## config.mk

```make
export PLATFORM = sky130hd
export DESIGN_NAME = lcd_scanout
export DESIGN_NICKNAME = d
export VERILOG_FILES = /design/src/rtl/display_pkg.sv /design/src/rtl/pixel_fifo.sv /design/src/rtl/lcd_scanout.sv
export SDC_FILE = /design/constraint.sdc
export NUM_CORES = 1
export LEC_CHECK = 0
export CORE_UTILIZATION = 35
export DETAILED_ROUTE_END_ITERATION = 8
export GPL_TIMING_DRIVEN = 1
export SYNTH_ARGS = -nofsm -noshare
export SYNTH_HDL_FRONTEND = slang
export SYNTH_HIERARCHICAL = 1
export SYNTH_SLANG_ARGS = --single-unit
```

## constraint.sdc

```tcl
create_clock -name clk -period 7.21 [get_ports clk]
set_input_delay 1.0815 -clock clk [delete_from_list [all_inputs] [get_ports clk]]
set_output_delay 1.0815 -clock clk [all_outputs]
set_load 0.005 [all_outputs]
```

## src/rtl/display_pkg.sv

```systemverilog
// rtl/display_pkg.sv - shared 800x480 panel timing constants and pixel type
package display_pkg;

    typedef struct packed {
        logic [7:0] r;
        logic [7:0] g;
        logic [7:0] b;
    } rgb888_t;

    localparam int H_ACTIVE = 800;
    localparam int H_FP     = 40;
    localparam int H_SYNC   = 48;
    localparam int H_BP     = 88;
    localparam int V_ACTIVE = 480;
    localparam int V_FP     = 13;
    localparam int V_SYNC   = 3;
    localparam int V_BP     = 32;

    localparam int H_TOTAL = H_ACTIVE + H_FP + H_SYNC + H_BP;
    localparam int V_TOTAL = V_ACTIVE + V_FP + V_SYNC + V_BP;

endpackage

```

## src/rtl/pixel_fifo.sv

```systemverilog
// rtl/pixel_fifo.sv - synchronous show-ahead FIFO with single-cycle flush
module pixel_fifo #(
    parameter int WIDTH = 24,
    parameter int DEPTH = 16
) (
    input  logic             clk,
    input  logic             rst_n,
    input  logic             flush,
    input  logic             wr_en,
    input  logic [WIDTH-1:0] wr_data,
    input  logic             rd_en,
    output logic [WIDTH-1:0] rd_data,
    output logic             empty,
    output logic             full
);

    localparam int AW = $clog2(DEPTH);

    logic [WIDTH-1:0] r_mem [DEPTH];
    logic [AW-1:0]    r_wr_ptr;
    logic [AW-1:0]    r_rd_ptr;
    logic [AW:0]      r_count;
    logic             w_push;
    logic             w_pop;

    assign w_push  = wr_en && !full;
    assign w_pop   = rd_en && !empty;
    assign empty   = (r_count == '0);
    assign full    = (r_count == (AW+1)'(DEPTH));
    assign rd_data = r_mem[r_rd_ptr];

    always_ff @(posedge clk or negedge rst_n) begin
        if (!rst_n) begin
            r_wr_ptr <= '0;
            r_rd_ptr <= '0;
            r_count  <= '0;
        end else if (flush) begin
            r_wr_ptr <= '0;
            r_rd_ptr <= '0;
            r_count  <= '0;
        end else begin
            if (w_push) begin
                r_wr_ptr <= r_wr_ptr + AW'(1);
            end
            if (w_pop) begin
                r_rd_ptr <= r_rd_ptr + AW'(1);
            end
            r_count <= r_count + (AW+1)'(w_push) - (AW+1)'(w_pop);
        end
    end

    // Storage carries no reset; only pointers and count define validity.
    always_ff @(posedge clk) begin
        if (w_push && !flush) begin
            r_mem[r_wr_ptr] <= wr_data;
        end
    end

endmodule

```

## src/rtl/lcd_scanout.sv

```systemverilog
// rtl/lcd_scanout.sv - parallel-LCD timing generator fed from a pixel FIFO
module lcd_scanout #(
    parameter int H_ACTIVE   = display_pkg::H_ACTIVE,
    parameter int H_FP       = display_pkg::H_FP,
    parameter int H_SYNC     = display_pkg::H_SYNC,
    parameter int H_BP       = display_pkg::H_BP,
    parameter int V_ACTIVE   = display_pkg::V_ACTIVE,
    parameter int V_FP       = display_pkg::V_FP,
    parameter int V_SYNC     = display_pkg::V_SYNC,
    parameter int V_BP       = display_pkg::V_BP,
    parameter int FIFO_DEPTH = 16
) (
    input  logic        clk,
    input  logic        reset_n,
    input  logic [23:0] st_pixel_data,
    input  logic        st_pixel_valid,
    output logic        st_pixel_ready,
    output logic        next_frame,
    output logic [23:0] lcd_rgb,
    output logic        lcd_hsync,
    output logic        lcd_vsync,
    output logic        lcd_de,
    output logic        underflow,
    input  logic        underflow_clear
);

    import display_pkg::*;

    localparam int CW = 16;
    localparam int HT = H_ACTIVE + H_FP + H_SYNC + H_BP;
    localparam int VT = V_ACTIVE + V_FP + V_SYNC + V_BP;

    localparam logic [CW-1:0] C_H_ACTIVE = CW'(H_ACTIVE);
    localparam logic [CW-1:0] C_H_LAST   = CW'(HT - 1);
    localparam logic [CW-1:0] C_HS_START = CW'(H_ACTIVE + H_FP);
    localparam logic [CW-1:0] C_HS_END   = CW'(H_ACTIVE + H_FP + H_SYNC);
    localparam logic [CW-1:0] C_V_ACTIVE = CW'(V_ACTIVE);
    localparam logic [CW-1:0] C_V_LAST   = CW'(VT - 1);
    localparam logic [CW-1:0] C_VS_START = CW'(V_ACTIVE + V_FP);
    localparam logic [CW-1:0] C_VS_END   = CW'(V_ACTIVE + V_FP + V_SYNC);

    logic [CW-1:0] r_h;
    logic [CW-1:0] r_v;
    logic          r_run;
    logic          w_active;
    logic          w_hsync_n;
    logic          w_vsync_n;
    logic          w_next_frame;
    logic          w_fifo_wr;
    logic          w_fifo_rd;
    logic          w_fifo_empty;
    logic          w_fifo_full;
    rgb888_t       w_fifo_head;

    assign w_active     = (r_h < C_H_ACTIVE) && (r_v < C_V_ACTIVE);
    assign w_hsync_n    = !((r_h >= C_HS_START) && (r_h < C_HS_END));
    assign w_vsync_n    = !((r_v >= C_VS_START) && (r_v < C_VS_END));
    assign w_next_frame = (r_h == '0) && (r_v == C_VS_START);

    // Ready depends only on registered state; r_run keeps it low until the first clock after reset.
    assign st_pixel_ready = r_run && !w_fifo_full && !w_next_frame;
    assign next_frame     = w_next_frame;
    assign w_fifo_wr      = st_pixel_valid && st_pixel_ready;
    assign w_fifo_rd      = w_active && !w_fifo_empty;

    pixel_fifo #(
        .WIDTH (24),
        .DEPTH (FIFO_DEPTH)
    ) u_pixel_fifo (
        .clk     (clk),
        .rst_n   (reset_n),
        .flush   (w_next_frame),
        .wr_en   (w_fifo_wr),
        .wr_data (st_pixel_data),
        .rd_en   (w_fifo_rd),
        .rd_data (w_fifo_head),
        .empty   (w_fifo_empty),
        .full    (w_fifo_full)
    );

    // Reset lands in the vertical front porch so the first next_frame precedes any active pixel.
    always_ff @(posedge clk or negedge reset_n) begin
        if (!reset_n) begin
            r_h <= '0;
            r_v <= C_V_ACTIVE;
        end else if (r_h == C_H_LAST) begin
            r_h <= '0;
            r_v <= (r_v == C_V_LAST) ? '0 : r_v + CW'(1);
        end else begin
            r_h <= r_h + CW'(1);
        end
    end

    always_ff @(posedge clk or negedge reset_n) begin
        if (!reset_n) begin
            r_run     <= 1'b0;
            lcd_rgb   <= '0;
            lcd_hsync <= 1'b1;
            lcd_vsync <= 1'b1;
            lcd_de    <= 1'b0;
            underflow <= 1'b0;
        end else begin
            r_run     <= 1'b1;
            lcd_de    <= w_active;
            lcd_hsync <= w_hsync_n;
            lcd_vsync <= w_vsync_n;
            lcd_rgb   <= w_fifo_rd ? w_fifo_head : '0;
            // An empty FIFO in an active slot loses that pixel; timing never stalls.
            if (w_active && w_fifo_empty) begin
                underflow <= 1'b1;
            end else if (underflow_clear) begin
                underflow <= 1'b0;
            end
        end
    end

endmodule

```

==> impl_metrics.py <==
metrics = {
    "outcome": {
        "outcome": "finished clean",
    },
    "place": {
        "gp_congestion": 0.747,
        "dpl.hpwl_mm": 21.1,
        "portBuffers": 57,
        "dpl-instance-area_um2": 19500,
    },
    "worst_setup_path": {
        "r2r-start": "r_v[1]",
        "end_kind": "primary output",
        "rr_worst_depth": 11,
        "worstSetupPathType": "register to primary output",
        "arrival_ps": 2900,
        "startpoint": "r_v[7]",
        "cp_max_fo": 17,
        "worstPathRequired_ps": 6130,
        "worst_setup_path_start_kind": "register",
    },
    "die": {
        "die_area_um2": 52600,
        "row_count": 82,
        "fp.dieW_um": 229,
        "io-pin-count": 58,
        "start_util_pct": 35.8,
        "fp.dieH_um": 229,
        "design.core.area_um2": 50600,
    },
    "logic_synthesis": {
        "synthMuxAreaShare_pct": 12.1,
        "synth_flop_cell": "edfxtp_1",
        "netlist_area_um2": 18100,
        "synth_cell_types": 50,
        "synthCells": 936,
        "synth_fp_nets": 981,
        "yosys.area_share.adder_pct": 1.22,
        "synth_top_family_by_area": "multiplexers",
        "syn_avg_cell_area_um2": 19.3,
        "synth-seq-cells": 458,
        "synth-simple-area-share_pct": 6.23,
        "synth_warnings": 6,
        "synth_seq_area_share_pct": 74.0,
        "synthArstFlopShare_pct": 16.2,
        "synth_compound_area_share_pct": 2.96,
        "synth-edff-count": 384,
        "post_synth_xor_area_fraction_pct": 1.60,
    },
    "power_and_ir_drop": {
        "p_clk_share_pct": 32.3,
        "sw_frac_of_total_pct": 27.8,
        "intPower_uw": 5500,
        "p_leak_uw": 0.00711,
        "p_per_area_nw_per_um2": 361,
        "irDropWorstVdd_v": 0.000216,
        "combPwrFrac_pct": 24.3,
        "seq_power_share_pct": 43.4,
        "p_total_uw": 7610,
        "p_sw_uw": 2110,
    },
    "timing": {
        "worstMarginPinSlew_ps": 1300,
        "period_needed_ps": 3980,
        "max-slew-margin-rel_pct": 13.4,
        "hold_viol": 0,
        "fmax_mhz": 251,
        "rsz0062_at_grt": "no",
        "period_share_pct": 55.2,
        "clock_skew_ps": 24.6,
        "fin_tns_setup_ps": 0,
        "setup_viol": 0,
        "slew_violations": 0,
    },
    "clock_tree": {
        "cts.sinks": 458,
        "cts_resized": 0,
        "cts_buffers": 47,
        "cts_max_path_buffers": 3,
        "cts-root-buf": "clkbuf_16",
        "htreeDepth": 2,
        "clk_pin_slew_ps": 60,
        "ctsHoldBuffers": 0,
        "clk_latency_ps": 580,
        "post_cts.repair.setup_buffers": 0,
        "cts_tree": "yes",
    },
    "detailed_routing": {
        "drtIter0Drc": 566,
        "drc": 0,
        "routed_via_density": 5.06,
        "antenna_left": 0,
        "vias": 8731,
        "drt_pass1_iterations": 4,
        "wl_mm": 36.4,
        "wl_per_cell_um": 21.1,
    },
    "grt": {
        "overflow": 0,
        "grt_pass1_wl_mm": 56.4,
        "grtUsageTotal_pct": 14.2,
        "antenna_found_initial": 1,
        "grt_max_degree": 65,
        "grt_pass1_vias": 9221,
    },
    "cells_and_area": {
        "layout_common_cells": "384 x edfxtp_1, 96 x mux4_2, 66 x dfrtp_1",
        "nets": 1058,
        "area_delta_synth_final_pct": 16.3,
        "final_area_um2": 21100,
        "final_common_cell": "edfxtp_1",
        "drive_gt1_share_pct": 22.6,
    },
    "flow_run": {
        "cap_violations": 0,
    },
    "min_path": {
        "worstHoldPathType": "primary input to asynchronous set/reset pin",
    },
}
==> layer usage <==
layer	up-vias	GRT usage, %	wire (µm)
met2	177	23.0	17600
met3	56	2.25	1520
met1	4611	19.4	16500
met5	-	0	0
met4	0	4.79	820
li1	3887	-	-
==> cells in the mapped netlist, types with 5 or more instances <==
master | n | area, µm²
a22oi_1 | 30 | 225
edfxtp_1 | 384 | 11500
and2_1 | 33 | 206
ha_1 | 16 | 200
nor4_1 | 14 | 87.6
xor2_1 | 27 | 236
xnor2_1 | 6 | 52.6
nor2b_1 | 7 | 43.8
mux4_2 | 96 | 2160
dfstp_2 | 6 | 158
nand2_1 | 41 | 154
a22oi_2 | 18 | 225
nand4_1 | 9 | 56.3
inv_1 | 24 | 90.1
nor2_1 | 30 | 113
and4_1 | 6 | 52.6
clkbuf_1 | 22 | 82.6
nor3_1 | 11 | 55.1
nor3b_1 | 5 | 37.5
and3_1 | 7 | 43.8
nand3_1 | 19 | 95.1
buf_2 | 13 | 65.1
dfrtp_1 | 68 | 1700
a21oi_1 | 5 | 25.0
==> worst paths after layout <==
check | slack, ps | endpoint
setup / recovery | 3230 | st_pixel_ready
hold / removal | 350 | lcd_rgb[22]
setup reg to reg | 3250 | u_pixel_fifo/r_mem[8][18]
hold reg to reg | 480 | r_h[0]
max in group asynchronous | 5590 | u_pixel_fifo/r_rd_ptr[1]
min in group clk | 480 | r_h[0]
==> cell families after synthesis <==
family,Yosys count
DFF,458
and+or+nand+nor,198
muxes,98
buffers and inverters,70
AOI/OAI and AO/OA,61
xor gates and xnor gates,33
adders and majority gates,17
other,1
==> power groups by stage <==
| stage | sequential (µW) | combinational [µW] | clock, µW |
|---|---|---|---|
| 6_report | 3310 | 1850 | 2460 |
| 3_5_place_dp | 3370 | 1890 | 0 |
| 2_1_floorplan | 3220 | 1420 | 0 |
| 3_3_place_gp | 3360 | 1870 | 0 |
| 5_1_grt | 3340 | 2020 | 2630 |
| 4_1_cts | 3320 | 1900 | 2530 |
==> through the flow <==
step                      hold WS [ps]  cells  setup WS [ps]  util [%]
after CTS                          327   1723           3160      41.6
after global routing               342   1723           2910      41.6
final                              346   1724           3230      41.6
after global placement             464   1636           2930      38.5
after detailed placement           471   1636           2820      38.5
after floorplan                    447    936           2660         -
==> critical path, stage by stage (launching register included) <==
cell             delay, ps
dfstp_2                580
nand4_2                220
or3_1                  460
nor4_4                 260
buf_4                  260
nor3b_1                 80
clkdlybuf4s50_1        480
==> flip-flops by register name (all words and copies together) (netlist names), 4 cells and up <==
name	flops
u_pixel_fifo/r_mem	384
u_pixel_fifo/r_count	5
r_h	16
r_v	16
lcd_rgb	24
u_pixel_fifo/r_rd_ptr	4
u_pixel_fifo/r_wr_ptr	4
==> layout make-up <==
cell class,count,area (µm²)
fillers,4452,29500
flip-flops and latches,458,13400
multi-input cells,408,4440
clock buffers,61,1290
well taps,672,841
repair buffers,74,708
clock inverters,26,288
inverters,24,90.1
diodes,1,2.50
(Power assumes the default switching activity.)
